===== config.mk =====
export PLATFORM = sky130hd
export DESIGN_NAME = wb_port_arbiter
export DESIGN_NICKNAME = d
export VERILOG_FILES = /design/src/rtl/wb_port_arbiter.sv
export SDC_FILE = /design/constraint.sdc
export NUM_CORES = 1
export LEC_CHECK = 0
export BUFFER_PORTS_ARGS = -buffer_cell sky130_fd_sc_hd__buf_2
export CAP_MARGIN = 20
export CORE_ASPECT_RATIO = 1.2
export CORE_UTILIZATION = 45
export CTS_CLUSTER_DIAMETER = 40
export DETAILED_ROUTE_END_ITERATION = 6
export PLACE_DENSITY = 0.68
export SYNTH_ARGS = -nofsm -noshare
export SYNTH_HDL_FRONTEND = slang
export SYNTH_SLANG_ARGS = --single-unit

===== constraint.sdc =====
create_clock -name clk -period 2.95 [get_ports clk]
set_input_delay 0.7375 -clock clk [delete_from_list [all_inputs] [get_ports clk]]
set_output_delay 0.7375 -clock clk [all_outputs]
set_load 0.02 [all_outputs]

===== src/rtl/wb_port_arbiter.sv =====
// Register-file write-port arbiter: pipeline writeback has priority, auxiliary writes queue in a FIFO.
// Optional WB_ARB_BYPASS_EN: an auxiliary beat on an idle port with an empty FIFO is written directly.
module wb_port_arbiter #(
    parameter int unsigned AUX_DEPTH    = 2,
    parameter int unsigned STARVE_LIMIT = 4
) (
    input  logic        clk,
    input  logic        reset,
    input  logic        wb_we,
    input  logic [2:0]  wb_addr,
    input  logic [15:0] wb_data,
    input  logic        aux_valid,
    output logic        aux_ready,
    input  logic [2:0]  aux_addr,
    input  logic [15:0] aux_data,
    output logic        rf_we,
    output logic [2:0]  rf_addr,
    output logic [15:0] rf_data,
    output logic        stall_req
);

    localparam int unsigned ADDR_W = 3;
    localparam int unsigned DATA_W = 16;
    localparam int unsigned PTR_W  = (AUX_DEPTH > 1) ? $clog2(AUX_DEPTH) : 1;
    localparam int unsigned CNT_W  = $clog2(AUX_DEPTH + 1);
    localparam int unsigned STV_W  = 4;

    typedef struct packed {
        logic [ADDR_W-1:0] addr;
        logic [DATA_W-1:0] data;
    } wr_beat_t;

    typedef enum logic {
        IDLE  = 1'b0,
        STALL = 1'b1
    } state_t;

    state_t            state;
    state_t            state_next;
    wr_beat_t          mem [AUX_DEPTH];
    wr_beat_t          head;
    logic [PTR_W-1:0]  wr_ptr;
    logic [PTR_W-1:0]  rd_ptr;
    logic [CNT_W-1:0]  count;
    logic [STV_W-1:0]  starve;
    logic [STV_W-1:0]  starve_next;
    logic              empty;
    logic              full;
    logic              push;
    logic              pop;
    logic              bypass;
    logic              sel_we;

    assign empty     = (count == '0);
    assign full      = (count == CNT_W'(AUX_DEPTH));
    assign head      = mem[rd_ptr];
    assign aux_ready = !full && !reset;
    assign push      = aux_valid && aux_ready && !bypass;
    assign rf_we     = sel_we && !reset;
    assign stall_req = (state == STALL);

    // Port mux, pop decision, starvation tracking and next state
    always_comb begin
        state_next  = state;
        starve_next = starve;
        pop         = 1'b0;
        bypass      = 1'b0;
        sel_we      = 1'b0;
        rf_addr     = wb_addr;
        rf_data     = wb_data;

        case (state)
            IDLE: begin
                if (wb_we) begin
                    sel_we = 1'b1;
                end else if (!empty) begin
                    sel_we  = 1'b1;
                    rf_addr = head.addr;
                    rf_data = head.data;
                    pop     = 1'b1;
                end
`ifdef WB_ARB_BYPASS_EN
                else if (aux_valid && !reset) begin
                    sel_we  = 1'b1;
                    rf_addr = aux_addr;
                    rf_data = aux_data;
                    bypass  = 1'b1;
                end
`endif
            end
            STALL: begin
                // upstream holds wb_* frozen; it is written in the next IDLE cycle
                sel_we      = !empty;
                rf_addr     = head.addr;
                rf_data     = head.data;
                pop         = !empty;
                state_next  = IDLE;
            end
            default: state_next = IDLE;
        endcase

        if (pop || empty) begin
            starve_next = '0;
        end else if (state == IDLE && wb_we) begin
            if (starve < STV_W'(STARVE_LIMIT)) begin
                starve_next = starve + STV_W'(1);
            end
            if (starve_next == STV_W'(STARVE_LIMIT) && starve != STV_W'(STARVE_LIMIT)) begin
                state_next = STALL;
            end
        end
    end

    // Control state and FIFO pointers
    always_ff @(posedge clk or posedge reset) begin
        if (reset) begin
            state  <= IDLE;
            starve <= '0;
            wr_ptr <= '0;
            rd_ptr <= '0;
            count  <= '0;
        end else begin
            state  <= state_next;
            starve <= starve_next;
            if (push) begin
                wr_ptr <= wr_ptr + PTR_W'(1);
            end
            if (pop) begin
                rd_ptr <= rd_ptr + PTR_W'(1);
            end
            case ({push, pop})
                2'b10:   count <= count + CNT_W'(1);
                2'b01:   count <= count - CNT_W'(1);
                default: count <= count;
            endcase
        end
    end

    // FIFO storage; contents are meaningless while count is zero, so no reset
    always_ff @(posedge clk) begin
        if (push) begin
            mem[wr_ptr] <= {aux_addr, aux_data};
        end
    end

endmodule


Word-level counts from Yosys, hierarchy flattened
Memories as Yosys holds them, arrays and structs flattened.
Index checks and enable logic that the tools add are counted.
{ "op_classes": {"addsub": 5, "order_cmp": 1, "eq_ne": 5, "mux": 22, "bitwise": 1, "reduce_logical": 12} }
{ "op_table": {"columns": ["cell", "n"], "rows": [
  ["two-way mux 16 bit", 2],
  ["case mux 16 bit (2 select lines)", 1],
  ["two-way mux 4 bit", 5],
  ["two-way mux 1 bit", 8],
  ["two-way mux 3 bit", 2],
  ["case mux 3 bit (2 select lines)", 1],
  ["logical AND 1 bit", 5],
  ["adder 4 x 1 -> 4 bit, second input constant", 1],
  ["equality test 2 bit, second input constant", 2],
  ["equality test 4 x 3 -> 1 bit, second input constant", 1],
  ["< comparator 4 x 3 -> 1 bit, second input constant", 1],
  ["!= test 4 x 3 -> 1 bit, second input constant", 1],
  ["case mux 1 bit (2 select lines)", 2],
  ["case mux 2 bit (2 select lines)", 1],
  ["nonzero test 2 bit", 2],
  ["logical NOT 1 bit", 3],
  ["adder 1 bit, second input constant", 2],
  ["adder 2 x 1 -> 2 bit, second input constant", 1],
  ["equality test 2 x 1 -> 1 bit, second input constant", 1],
  ["logical NOT 2 bit", 1],
  ["subtractor 2 x 1 -> 2 bit, second input constant", 1],
  ["logical OR 1 bit", 1],
  ["NOT 1 bit", 1]
]} }
{ "word_totals": {"regBits": 9, "ramBits": 38, "out_inout_bits": 22, "word_cells": 52, "n_memories": 1} }
{ "mem_list": {"columns": ["memory", "depth", "width", "rd", "rd_ports_with_merged_regs", "write_ports", "line", "source"], "rows": [
  ["mem", 2, 19, 1, 0, 1, "40", "wr_beat_t mem [AUX_DEPTH];"]
]} }

Depth between registers and ports, before layout
{ "depth": {"ltp_word": 11, "mapped_depth": 7, "mapped_depth_nobuf": 6} }

Least setup slack after synthesis
Ideal clock, no wire load.
{ "synth_timing": {"path_kind": "input port to flip-flop", "from": "input reset", "to": "memory mem[0][0] in the netlist's numbering, enable pin", "setup_time_ps": 395, "arrival_ps": 2044, "setup_slack_ps": 511, "cell_stages": 3, "path_buffers": 0, "cell_sequence": "inv_1 -> o211ai_1 -> nor2_1"} }
{ "synth_between": {"elab_chain_len": 5} }
{ "synth_rtl": {"columns": ["element", "line", "source"], "rows": [
  ["start: declaration", "8", "input logic reset,"],
  ["logical NOT 1 bit (no source line)", null, null],
  ["logical AND 1 bit", "57", "assign aux_ready = !full && !reset;"],
  ["logical AND 1 bit", "58", "assign push = aux_valid && aux_ready && !bypass;"],
  ["two-way mux 1 bit", "141", "if (push) begin"],
  ["two-way mux 1 bit (implied by the code)", "142", "mem[wr_ptr] <= {aux_addr, aux_data};"],
  ["end: declaration", "40", null]
]} }
No other way between the ends.

Worst setup path after layout
{ "layout_timing": {"from": "register count[0]", "to": "output rf_data[1]"} }
{ "layout_between": {"elab_chain_len": 4} }
{ "layout_rtl": {"columns": ["element", "line", "source"], "rows": [
  ["start: declaration", "44", "logic [CNT_W-1:0] count;"],
  ["start signal: assignment", "132", "2'b10: count <= count + CNT_W'(1);"],
  ["start signal: assignment", "133", "2'b01: count <= count - CNT_W'(1);"],
  ["start signal: assignment", "134", "default: count <= count;"],
  ["logical NOT 2 bit", "54", "assign empty = (count == '0);"],
  ["two-way mux 16 bit", "76", "end else if (!empty) begin"],
  ["two-way mux 16 bit", "74", "if (wb_we) begin"],
  ["case mux 16 bit (2 select lines)", "72", "case (state)"],
  ["end: declaration", "18", "output logic [15:0] rf_data,"]
]} }
No other way between the ends.

==> flow_summary.yaml <==
setup_path:
  crit_path_end_kind: "primary output"
  r2r-start: "starve[0]"
  start_kind: "register"
  worstRegToRegCells: 5
  worst-path-max-fanout: 19
  r2r_end: "stall_req"
  r2r_slack_ns: 1.18
  worstPathRequired_ns: 2.21
  arrival_ns: 1.79
  critPathKind: "reg2out"
placed_design:
  placed_cells: 251
  place_congestion: 0.7205
  place_hpwl_um: 2755
  dpl_cell_area_mm2: 0.002531
  place.port_buffers: 63
drt:
  vias_per_cell: 4.961
  post_drt_wl_per_cell_um: 14.66
  drtAntennaViolNets: 0
  dr.first_iter.drc_count: 34
  wl_um: 3797
  via_count: 1285
  drc_errors: 0
  firstDrtPassIters: 4
logic_synthesis:
  synth_ff_type: "edfxtp_1"
  synth-edff-count: 38
  syn_inst: 129
  syn_area_per_cell_um2: 16.55
  synth_cell_types: 27
  async_flop_share: 0.1915
  yosysWarnings: 0
  ys_seq_area_frac: 0.6401
  synth_seq_cells: 47
  syn_area_mm2: 0.002135
  synth_nets: 174
floorplanning:
  die_x_um: 64.87
  fp.dieArea_mm2: 0.005024
  die_h_um: 77.45
  rows: 27
  core_mm2: 0.004561
  ios: 64
  initial_utilization: 0.4680
clock_tree:
  htree_levels: 2
  clkSinkCount: 47
  clk_path_buf_depth: 2
  cts_root_buf: "clkbuf_8"
  holdBufCountCts: 0
  post_cts_buffers: 0
  clk_pin_slew_ns: 0.08
  clk_latency_ns: 0.29
  cts_resized: 0
  cts_tree: "yes"
  numCtsBuffers: 5
global_routing:
  antenna_found_initial: 0
  grt_use_total: 0.1704
  grt_overflow: 0
  grt_pass1_wl_um: 6341
  grt_max_degree: 20
  grt_pass1_vias: 1305
sta:
  drv_slew: 0
  period_minus_slack_ns: 2.526
  slew_headroom: 0.5774
  worstMarginPinSlew_ns: 0.6272
  fin_worst_skew_ns: 0.005624
  setup_viol: 0
  rsz0062_at_grt: "false"
  min_period_over_period: 0.8562
  hold_viol_final: 0
  finalSetupTns_ns: 0
  max_freq_mhz: 395.9
run_status:
  status: "finished clean"
finish:
  fin_cells: 259
  final_common_cell: "buf_2"
  antennaDiodeCount: 0
  final_nets: 245
  syn_to_final_growth_pct: 22.39
  final_util: 0.5728
  layout-drive-gt1-share: 0.5771
  postLayoutCellArea_mm2: 0.002613
  final_cell_mix: "63 x buf_2, 38 x edfxtp_1, 28 x mux2_2"
worst_hold_path:
  hp-class: "in2async"
power:
  ir_drop_mv: 0.5749
  leakage_nw: 1.088
  power_density_mw_per_mm2: 807.4
flow_run:
  drv_cap: 0
## registers in the layout, summed over array words and instances (netlist names)
| register | flops |
|---|---|
| mem | 38 |
| starve | 4 |
| count | 2 |
| rd_ptr | 1 |
| stall_req | 1 |
| wr_ptr | 1 |
## Yosys cell counts, drive strengths merged, types with 2 or more instances
master / instances / area (um^2)
edfxtp: 38 / 1141
mux2: 38 / 465.4
dfrtp: 9 / 225.2
nor2: 9 / 36.29
inv: 5 / 18.77
xnor2: 5 / 43.79
buf: 4 / 47.54
ha: 3 / 37.54
a21oi: 2 / 10.01
nand2: 2 / 7.510
o21ai: 2 / 10.01
## where the power goes
| group | leakage, nW | total (mW) | switching [mW] | internal, mW |
|---|---|---|---|---|
| Sequential | 0.462 | 0.899 | 0.0652 | 0.833 |
| Clock | 0.0422 | 0.366 | 0.199 | 0.166 |
| Combinational | 0.584 | 0.845 | 0.422 | 0.423 |
| Total | 1.09 | 2.11 | 0.687 | 1.42 |
## worst max-delay path by stage
stage / start / endpoint / slack [ns]
6_report: count[0] / rf_data[1] / 0.42
5_1_grt: count[0] / rf_data[1] / 0.31
2_1_floorplan: reset / mem[0][0] / 0.51
3_3_place_gp: wb_we / rf_data[1] / 0.53
4_1_cts: count[0] / rf_addr[1] / 0.41
3_5_place_dp: wb_we / rf_addr[1] / 0.51
## metrics by stage
step / setup slack [ns] / power [mW] / hold slack, ns
after floorplan: 0.5113 / 1.556 / 0.4604
after global placement: 0.5271 / 1.731 / 0.4995
after detailed placement: 0.5093 / 1.772 / 0.5184
after CTS: 0.4087 / 2.137 / 0.4321
after global routing: 0.3120 / 2.244 / 0.4428
final: 0.4241 / 2.109 / 0.4184
## kinds of logic (layout without fill, tap and decap cells)
logic type / Yosys count / count (layout) / synth area share
AO/OA/AOI/OAI: 8 / 8 / 0.02521
AND/OR/NAND/NOR: 17 / 17 / 0.04162
buffers and inverters: 10 / 82 / 0.03282
flip-flops: 47 / 47 / 0.6401
multiplexers: 38 / 38 / 0.2181
adder cells (fa/ha/maj): 3 / 3 / 0.01759
XOR/XNOR: 6 / 6 / 0.02462
## metal layers
layer  vias to the layer above  global-route usage  routed length [um]
li1                        619                   -                   -
met1                       626              0.2027                1525
met2                        35              0.2927                2024
met3                         5             0.04118                 191
met4                         0             0.06444                  57
met5                         -                   0                   0
## worst max-delay path, cell delays in order, from the launching register on
cell	delay (ns)
dfrtp_1	0.47
nor2_2	0.14
o21ba_1	0.18
buf_12	0.19
mux2_2	0.35
buf_2	0.16
## final cells by class
class,count,area [um^2]
sequential,47,1366
clock inverter,1,5.005
tap,58,72.57
fill,384,1948
timing repair buffer,69,372.9
clock buffer,7,76.32
inverter,5,18.77
multi-input combinational,72,700.7
No activity file was read; power rests on OpenSTA's default activity.
